File: src/rtl/pid_core_mc.sv
// Decimated PID loop filter: error stage, P/I/D products with IIR-filtered D term,
// then a saturating integrator with conditional-integration anti-windup and an output clamp.
module pid_core_mc #(
  parameter int DW   = 16,
  parameter int SPW  = 14,
  parameter int GW   = 16,
  parameter int FRAC = 13,
  parameter int DECW = 14,
  parameter int ACCW = DW + GW + 3
) (
  input  logic            clk,
  input  logic            rst,
  input  logic            enable_i,
  input  logic            strobe_i,
  input  logic [DW-1:0]   dat_i,
  input  logic [SPW-1:0]  sp_i,
  input  logic [GW-1:0]   kp_i,
  input  logic [GW-1:0]   ki_i,
  input  logic [GW-1:0]   kd_i,
  input  logic [3:0]      alpha_i,
  input  logic [DECW-1:0] decimate_i,
  input  logic [4:0]      satwidth_i,
  input  logic            int_clr_i,
  output logic [DW-1:0]   dat_o,
  output logic            valid_o,
  output logic            sat_o
);
  localparam int EW    = DW + 1;
  localparam int RW    = DW + 2;
  localparam int RW1   = RW + 1;
  localparam int PW    = GW + EW;
  localparam int DPW   = GW + RW;
  localparam int ACCW1 = ACCW + 1;
  localparam int SW    = ACCW + 3;

  logic [DECW-1:0]         cnt_q, cnt_d;
  logic                    tick;
  logic                    s1_v_q, s2_v_q, valid_q;
  logic signed [EW-1:0]    e_d, e1_q, e_prev_q;
  logic signed [RW-1:0]    rd_d, rd1_q;
  logic signed [RW1-1:0]   df_diff;
  logic signed [RW-1:0]    dfilt_d, dfilt_q;
  logic signed [PW-1:0]    p_d, p2_q, iinc_d, iinc2_q;
  logic signed [DPW-1:0]   d_d, d2_q;
  logic signed [ACCW1-1:0] isum;
  logic signed [ACCW-1:0]  isat, integ_d, integ_q;
  logic                    skip, iinc_pos, iinc_neg;
  logic signed [SW-1:0]    sum, shifted, lim_hi, lim_lo, clamped;
  logic [5:0]              sw;
  logic                    sat_d, sat_pos_d, sat_q, sat_pos_q;
  logic [DW-1:0]           dat_d, dat_q;

  // cnt >= decimate_i (not ==) so lowering decimate_i below cnt ticks on the next strobe
  always_comb begin
    tick  = enable_i && strobe_i && (cnt_q >= decimate_i);
    cnt_d = cnt_q;
    if (enable_i && strobe_i) cnt_d = tick ? '0 : cnt_q + DECW'(1);
  end

  always_comb begin
    e_d     = EW'($signed(sp_i)) - EW'($signed(dat_i));
    rd_d    = RW'(e_d) - RW'(e_prev_q);
    df_diff = RW1'(rd1_q) - RW1'(dfilt_q);
    dfilt_d = dfilt_q + RW'(df_diff >>> alpha_i);
    p_d     = PW'($signed(kp_i)) * PW'(e1_q);
    iinc_d  = PW'($signed(ki_i)) * PW'(e1_q);
    d_d     = DPW'($signed(kd_i)) * DPW'(dfilt_d);
  end

  // Integrator saturates on overflow of the extra top bit; freeze while pushing further into the clamp.
  always_comb begin
    isum     = ACCW1'(integ_q) + ACCW1'(iinc2_q);
    isat     = (isum[ACCW] != isum[ACCW-1]) ?
               (isum[ACCW] ? {1'b1, {(ACCW-1){1'b0}}} : {1'b0, {(ACCW-1){1'b1}}}) :
               isum[ACCW-1:0];
    iinc_neg = iinc2_q[PW-1];
    iinc_pos = !iinc2_q[PW-1] && (iinc2_q != '0);
    skip     = sat_q && (sat_pos_q ? iinc_pos : iinc_neg);
    integ_d  = skip ? integ_q : isat;
    sum      = SW'(p2_q) + SW'(integ_d) + SW'(d2_q);
    shifted  = sum >>> FRAC;
  end

  always_comb begin
    if (satwidth_i == '0 || int'(satwidth_i) > DW) sw = 6'(DW);
    else if (satwidth_i == 5'd1)                   sw = 6'd2;
    else                                           sw = {1'b0, satwidth_i};
    lim_hi    = (SW'(1) <<< (sw - 6'd1)) - SW'(1);
    lim_lo    = -lim_hi - SW'(1);
    clamped   = shifted;
    sat_d     = 1'b0;
    sat_pos_d = 1'b0;
    if (shifted > lim_hi) begin
      clamped   = lim_hi;
      sat_d     = 1'b1;
      sat_pos_d = 1'b1;
    end else if (shifted < lim_lo) begin
      clamped = lim_lo;
      sat_d   = 1'b1;
    end
    dat_d = DW'(clamped);
  end

  always_ff @(posedge clk) begin
    if (rst) begin
      cnt_q     <= '0;
      s1_v_q    <= 1'b0;
      s2_v_q    <= 1'b0;
      valid_q   <= 1'b0;
      e1_q      <= '0;
      rd1_q     <= '0;
      e_prev_q  <= '0;
      dfilt_q   <= '0;
      p2_q      <= '0;
      iinc2_q   <= '0;
      d2_q      <= '0;
      integ_q   <= '0;
      dat_q     <= '0;
      sat_q     <= 1'b0;
      sat_pos_q <= 1'b0;
    end else begin
      cnt_q   <= cnt_d;
      s1_v_q  <= tick;
      s2_v_q  <= s1_v_q;
      valid_q <= s2_v_q;
      if (tick) begin
        e1_q     <= e_d;
        rd1_q    <= rd_d;
        e_prev_q <= e_d;
      end
      if (s1_v_q) begin
        dfilt_q <= dfilt_d;
        p2_q    <= p_d;
        iinc2_q <= iinc_d;
        d2_q    <= d_d;
      end
      if (s2_v_q) begin
        integ_q   <= integ_d;
        dat_q     <= dat_d;
        sat_q     <= sat_d;
        sat_pos_q <= sat_pos_d;
      end
      if (int_clr_i) begin
        integ_q  <= '0;
        e_prev_q <= '0;
        dfilt_q  <= '0;
      end
    end
  end

  assign dat_o   = dat_q;
  assign valid_o = valid_q;
  assign sat_o   = sat_q;
endmodule

File: config.mk
export PLATFORM = sky130hd
export DESIGN_NAME = pid_core_mc
export DESIGN_NICKNAME = d
export VERILOG_FILES = /design/src/rtl/pid_core_mc.sv
export SDC_FILE = /design/constraint.sdc
export NUM_CORES = 2
export LEC_CHECK = 0
export ABC_AREA = 1
export BUFFER_PORTS_ARGS = -buffer_cell sky130_fd_sc_hd__buf_4
export CAP_MARGIN = 10
export CORE_MARGIN = 1
export CORE_UTILIZATION = 70
export CTS_CLUSTER_DIAMETER = 150
export CTS_CLUSTER_SIZE = 14
export DETAILED_ROUTE_END_ITERATION = 6
export PLACE_DENSITY = 0.89
export RECOVER_POWER = 25
export SYNTH_ARGS = -nofsm -noshare
export SYNTH_HDL_FRONTEND = slang
export SYNTH_SLANG_ARGS = --single-unit
File: constraint.sdc
create_clock -name clk -period 28 [get_ports clk]
set_input_delay 0 -clock clk [delete_from_list [all_inputs] [get_ports clk]]
set_output_delay 0 -clock clk [all_outputs]
set_load 0.1 [all_outputs]
* Yosys cells after proc, flatten, opt, wreduce, memory -nomap -nowiden
Cells that the tools add are included.
** Storage, ports and cells
- Bits in registers :: 240
- Input port bits :: 106
- Output and inout port bits :: 18
- Logic and storage cells :: 59
** Cells by class
- $add $sub $neg :: 12
- $mul :: 3
- Magnitude comparators :: 4
- Eq/ne operators :: 2
- Shift operators :: 2
- Multiplexer cells :: 12
- Reduce and logical (&&, ||, !) cells :: 9
** Operator list (count)
- 35-bit 2-to-1 mux :: 3
- 38-bit by 2-bit subtractor with 38-bit output, second input constant :: 2
- 16-bit by 17-bit multiplier with 33-bit output :: 2
- 24-bit by 38-bit greater-than comparator with 1-bit output :: 1
- 24-bit by 38-bit less-than comparator with 1-bit output :: 1
- 38-bit negator :: 1
- 2-bit by 6-bit <<< shifter with 38-bit output, first input constant :: 1
- 36-bit by 34-bit adder with 37-bit output :: 1
- 33-bit by 35-bit adder with 36-bit output :: 1
- 35-bit by 33-bit adder with 36-bit output :: 1
- 16-bit by 18-bit multiplier with 34-bit output :: 1
- 33-bit nonzero test :: 1
- 16-bit 2-to-1 mux :: 2
- 19-bit by 4-bit >>> shifter with 18-bit output :: 1
- 18-bit by 18-bit subtractor with 19-bit output :: 1
- 18-bit adder :: 1
- 17-bit by 17-bit subtractor with 18-bit output :: 1
- 14-bit by 16-bit subtractor with 17-bit output :: 1
- 14-bit by 1-bit adder with 14-bit output, second input constant :: 1
- 14-bit greater-or-equal comparator :: 1
- 14-bit 2-to-1 mux :: 1
- 5-bit 2-to-1 mux :: 2
- 6-bit by 1-bit subtractor with 6-bit output, second input constant :: 1
- 5-bit by 1-bit equality test with 1-bit output, second input constant :: 1
- 8 further kinds :: 14

* Logic depth before layout (Yosys ltp)
- Word-level depth :: 11
- Mapped depth :: 71
- Depth with buffers taken out :: 71

* Worst setup path after synthesis
No wires, ideal clock.
- Path kind :: reg-to-reg
- Start point :: reg rd1_q[0]
- End point :: reg d2_q[30]
- Arrival time :: 9.764 ns
- Setup slack :: 18.127 ns
- Stages on the path, launching flop included :: 67
- Path buffers :: 0
- Clock period less this slack :: 9.873 ns
- Path through :: dfxtp_1 > inv_1 > ha_1 > fa_1 > nand3b_1 > nand2_1 > a21oi_1 > o21ai_1 > nand2_1 > nand2_1 > a21oi_1 > o21ai_0 > nand2_1 > nand2_1 > xor2_1 > o21ai_0 > nand2_1 > o21ai_0 > (+31 left out) > inv_1 > fa_1 > inv_1 > ha_1 > a21oi_1 > o21ai_0 > a21oi_1 > o21ai_1 > nand2_1 > nand2_1 > a21oi_1 > o21ai_1 > nand3_1 > nand2_1 > a21oi_1 > o21ai_1 > nand2_1 > inv_1
** On the way
- Longest elaborated chain between the ends :: 4
** RTL lines
- start, declared :: RTL line 40 : logic signed [RW-1:0] rd_d, rd1_q;
- start signal, assigned :: RTL line 128 : rd1_q <= rd_d;
- 18-bit by 18-bit subtractor with 19-bit output :: RTL line 63 : df_diff = RW1'(rd1_q) - RW1'(dfilt_q);
- 19-bit by 4-bit >>> shifter with 18-bit output :: RTL line 64 : dfilt_d = dfilt_q + RW'(df_diff >>> alpha_i);
- 18-bit adder :: RTL line 64
- 16-bit by 18-bit multiplier with 34-bit output :: RTL line 67 : d_d = DPW'($signed(kd_i)) * DPW'(dfilt_d);
- end signal, assigned :: RTL line 116 : d2_q <= '0;
- end signal, assigned :: RTL line 135 : d2_q <= d_d;
- end, declared :: RTL line 44 : logic signed [DPW-1:0] d_d, d2_q;
No other way between the ends.
A chain may end at the register's enable or synchronous reset.

* Final worst setup path
Ends and elaborated chain as after synthesis.

==> results.py <==
metrics = {
    "setup_path": {
        "regToRegSetupSlack_ns": 16.52,
        "cpMostUsedCell": "nand2_1",
        "crit_slowest_cell": "fa_1",
        "critPathArrivalTime_ns": 11.92,
        "worstSetupStartpointType": "flip-flop",
        "crit_path_end_kind": "flip-flop",
        "cp.required_ns": 28.44,
        "slowest_delay_ns": 0.51,
        "path_class": "flip-flop to flip-flop",
        "crit_fanout": 10,
    },
    "placed_design": {
        "place_area_um2": 52900,
        "place_congestion": 1.03,
        "port_buffers": 123,
        "dp_hpwl_um": 113000,
    },
    "floorplan": {
        "core-area_um2": 72000,
        "die_w_um": 273,
        "row_count": 98,
        "die_area_um2": 74300,
        "pin_count": 124,
        "start_util_pct": 71.2,
        "die_h_um": 273,
    },
    "synth": {
        "syn_area_um2": 51300,
        "synth_xor_area_share_pct": 3.24,
        "synth_edf_count": 0,
        "synth.yosys.seq_area_share_pct": 9.37,
        "ys_ff_latch": 240,
        "synthSimpleGateAreaFrac_pct": 16.7,
        "synth.avg_cell_area_um2": 7.50,
        "synthMuxAreaShare_pct": 0.0195,
        "postSynth.asyncResetShare_pct": 0,
        "yosys_warnings": 0,
        "synthFlopType": "dfxtp_1",
        "ys_types": 61,
        "synth_compound_area_share_pct": 10.3,
        "synth_top_family_by_area": "adder cells",
        "postSynthCellCount": 6837,
        "synthAdderAreaFrac_pct": 46.0,
    },
    "layout": {
        "nets": 8282,
        "syn_to_final_growth_pct": 4.23,
        "drive_above_1_share_pct": 3.32,
        "fillCellCount": 5381,
        "final_cell_area_um2": 53500,
    },
    "drt": {
        "wl_per_cell_um": 17.8,
        "first_iter_violations": 4428,
        "drcViolationCount": 3,
        "ant_nets": 0,
        "vias": 44900,
        "wirelength_um": 138000,
        "vias_per_cell": 5.78,
        "dr.pass1.iters": 7,
    },
    "timing": {
        "hold_violations": 0,
        "setup_violations": 0,
        "rsz0062_at_grt": "false",
        "max_freq_mhz": 87.1,
        "drv_slew": 377,
        "fin_skew_ns": 0.0227,
        "layout_min_cycle_time_ns": 11.48,
        "slew_headroom_pct": -173,
        "min_period_over_period_pct": 41.0,
        "tightest_slew_ns": 4.10,
        "fin_tns_setup_ns": 0,
    },
    "power_and_ir_drop": {
        "p_clk_share_pct": 11.0,
        "cell_internal_pwr_w": 0.00122,
        "pwr-share-comb_pct": 75.5,
        "switching_share_pct": 51.9,
        "power_density_nw_per_um2": 47.5,
        "p_leak_nw": 29.0,
        "pwr-share-seq_pct": 13.5,
        "p_sw_w": 0.00132,
        "irDropWorstVdd_mv": 0.179,
    },
    "clock_network": {
        "cts_tree": "yes",
        "cts_buffers": 21,
        "clk_path_buf_depth": 3,
        "cts_num_sinks": 240,
        "clkTransAtPathRegs_ns": 0.07,
        "clkLatencyLatePin_ns": 0.56,
        "ctsHtreeMaxLevel": 1,
        "postCtsResizedCells": 0,
        "cts_root_buf": "clkbuf_16",
    },
    "run_status": {
        "status": "finished, violations left",
        "violations": "design-rule violations, max-capacitance violations, max-slew violations",
    },
    "run": {
        "maxCapViolations": 8,
    },
    "global_route": {
        "grt_pass1_wl_um": 229000,
        "grt_max_degree": 100,
        "antenna_found_initial": 4,
        "grt_overflow_total": 0,
        "gr-usage-all-layers_pct": 38.3,
        "grt_pass1_vias": 47000,
    },
    "min_path": {
        "hold_path.class": "input port to flip-flop",
    },
}
## final timing paths
kind                              start                   endpoint  cells after the start
hold / removal                 sp_i[11]  e_prev_q[11]$_SDFFE_PP0P_                      5
setup reg to reg  rd1_q[0]$_SDFFE_PP0P_      d2_q[30]$_SDFFE_PP0P_                     66
setup / recovery  rd1_q[0]$_SDFFE_PP0P_      d2_q[30]$_SDFFE_PP0P_                     66
hold reg to reg   dat_o[2]$_SDFFE_PP0P_      dat_o[2]$_SDFFE_PP0P_                      2
## per-layer routing
| layer | track usage (%) | share of wire [%] | vias up |
|---|---|---|---|
| li1 | - | - | 20500 |
| met1 | 48.5 | 37 | 21400 |
| met2 | 63.1 | 46 | 2410 |
| met3 | 6.38 | 9.8 | 556 |
| met4 | 20.5 | 6.4 | 4 |
| met5 | 0 | 0.020 | - |
## state kept, by name, summed over array words and instances, names as in the netlist, 14 cells and up
register  flops
e_prev_q     17
dfilt_q      18
rd1_q        18
e1_q         17
iinc2_q      33
integ_q      35
cnt_q        14
dat_o        16
p2_q         33
d2_q         34
## per-stage QoR
stage / utilization, % / hold WS (ns) / worst slack, ns / cells / total power [W]
global placement: 73.5 / 0.345 / 17.21 / 7732 / 0.00217
CTS: 74.4 / 0.00367 / 16.82 / 7766 / 0.00253
finish: 74.3 / 0.0399 / 16.52 / 7767 / 0.00254
detailed placement: 73.5 / 0.349 / 16.87 / 7732 / 0.00224
floorplan: - / 0.164 / 18.13 / 6862 / 0.00179
global route: 74.3 / 0.0442 / 15.49 / 7766 / 0.00281
## cells by family (layout without fill, tap and decap cells)
family                   count (synthesis)  count (layout)
AND/OR/NAND/NOR                       2131            2131
buffers and inverters                 1953            1907
adder cells (fa/ha/maj)               1361            1361
AO/OA/AOI/OAI                          960             960
flip-flops                             240             240
XOR/XNOR                               189             189
other                                    2              28
multiplexers                             1               1
## repair_timing
item | in CTS | in global routing
setup buffers | 0 | 0
endpoints found under the setup margin | 0 | 0
hold endpoints to repair | 19 | 0
hold buffers | 10 | 0
## critical path, delay by kind of cell (launching register included)
kind | cells | cell delay (ns)
adder cells (fa/ha/maj) | 11 | 4.61
buffers and inverters | 7 | 0.57
AND/OR/NAND/NOR | 29 | 2.87
AO/OA/AOI/OAI | 18 | 2.77
XOR/XNOR | 1 | 0.20
flip-flops | 1 | 0.32
## cells in the final DEF (no fill, tap or decap), types with 38 or more instances in the layout
master   netlist  layout
inv_1       1692    1691
nand2_1     1307    1307
fa_1         874     874
nor2_1       526     525
ha_1         487     487
a21oi_1      425     425
o21ai_0      309     309
dfxtp_1      240     239
nand3_1      147     147
buf_4          0     137
xor2_1       118     117
xnor2_1       70      70
nor3_1        38      38
## cell type report
type                    count  area (um2)  share of cell area, %
clock inverters             2        25.0                 0.0468
repair buffers            172        1220                   2.29
well taps                 950        1190                   2.22
clock buffers              22         529                  0.990
flip-flops and latches    240        4810                   8.99
inverters                1711        6420                   12.0
diodes                      1        2.50                0.00468
multi-input cells        4669       39300                   73.4
## power by group through the flow
stage          Combinational, W  Clock, W  Sequential (W)
6_report                0.00192  0.000279        0.000341
5_1_grt                 0.00218  0.000291        0.000341
4_1_cts                 0.00191  0.000281        0.000341
3_5_place_dp            0.00189         0        0.000349
3_3_place_gp            0.00182         0        0.000349
2_1_floorplan           0.00144         0        0.000349
## cells in the mapped netlist (6+ instances only)
master     instances  area, um2
o21a_1            17        128
clkinv_1          10       37.5
a21o_1            17        128
and2_1             7       43.8
a2111oi_0          8       70.1
xor2_1           118       1030
buf_1              9       33.8
o31ai_1            9       67.6
a21oi_1          425       2130
ha_1             487       6090
a31oi_1           32        200
fa_1             874      17500
o21bai_1          20        150
o22ai_1           33        206
nor4_1            16        100
nand2_1         1307       4910
inv_2              9       33.8
xnor2_1           70        613
o2111ai_1          6       52.6
o211ai_1          16        120
dfxtp_1          240       4800
or2_2             31        194
nand3b_1          10       75.1
nand4_1           25        156
o21ai_1           25        125
o221ai_1           8       70.1
nor3_1            38        190
o21ai_0          309       1550
clkbuf_1         232        871
inv_1           1692       6350
nand3_1          147        736
nor2_1           526       1970
a211oi_1           9       67.6
Power figures use the tool's default switching activity.
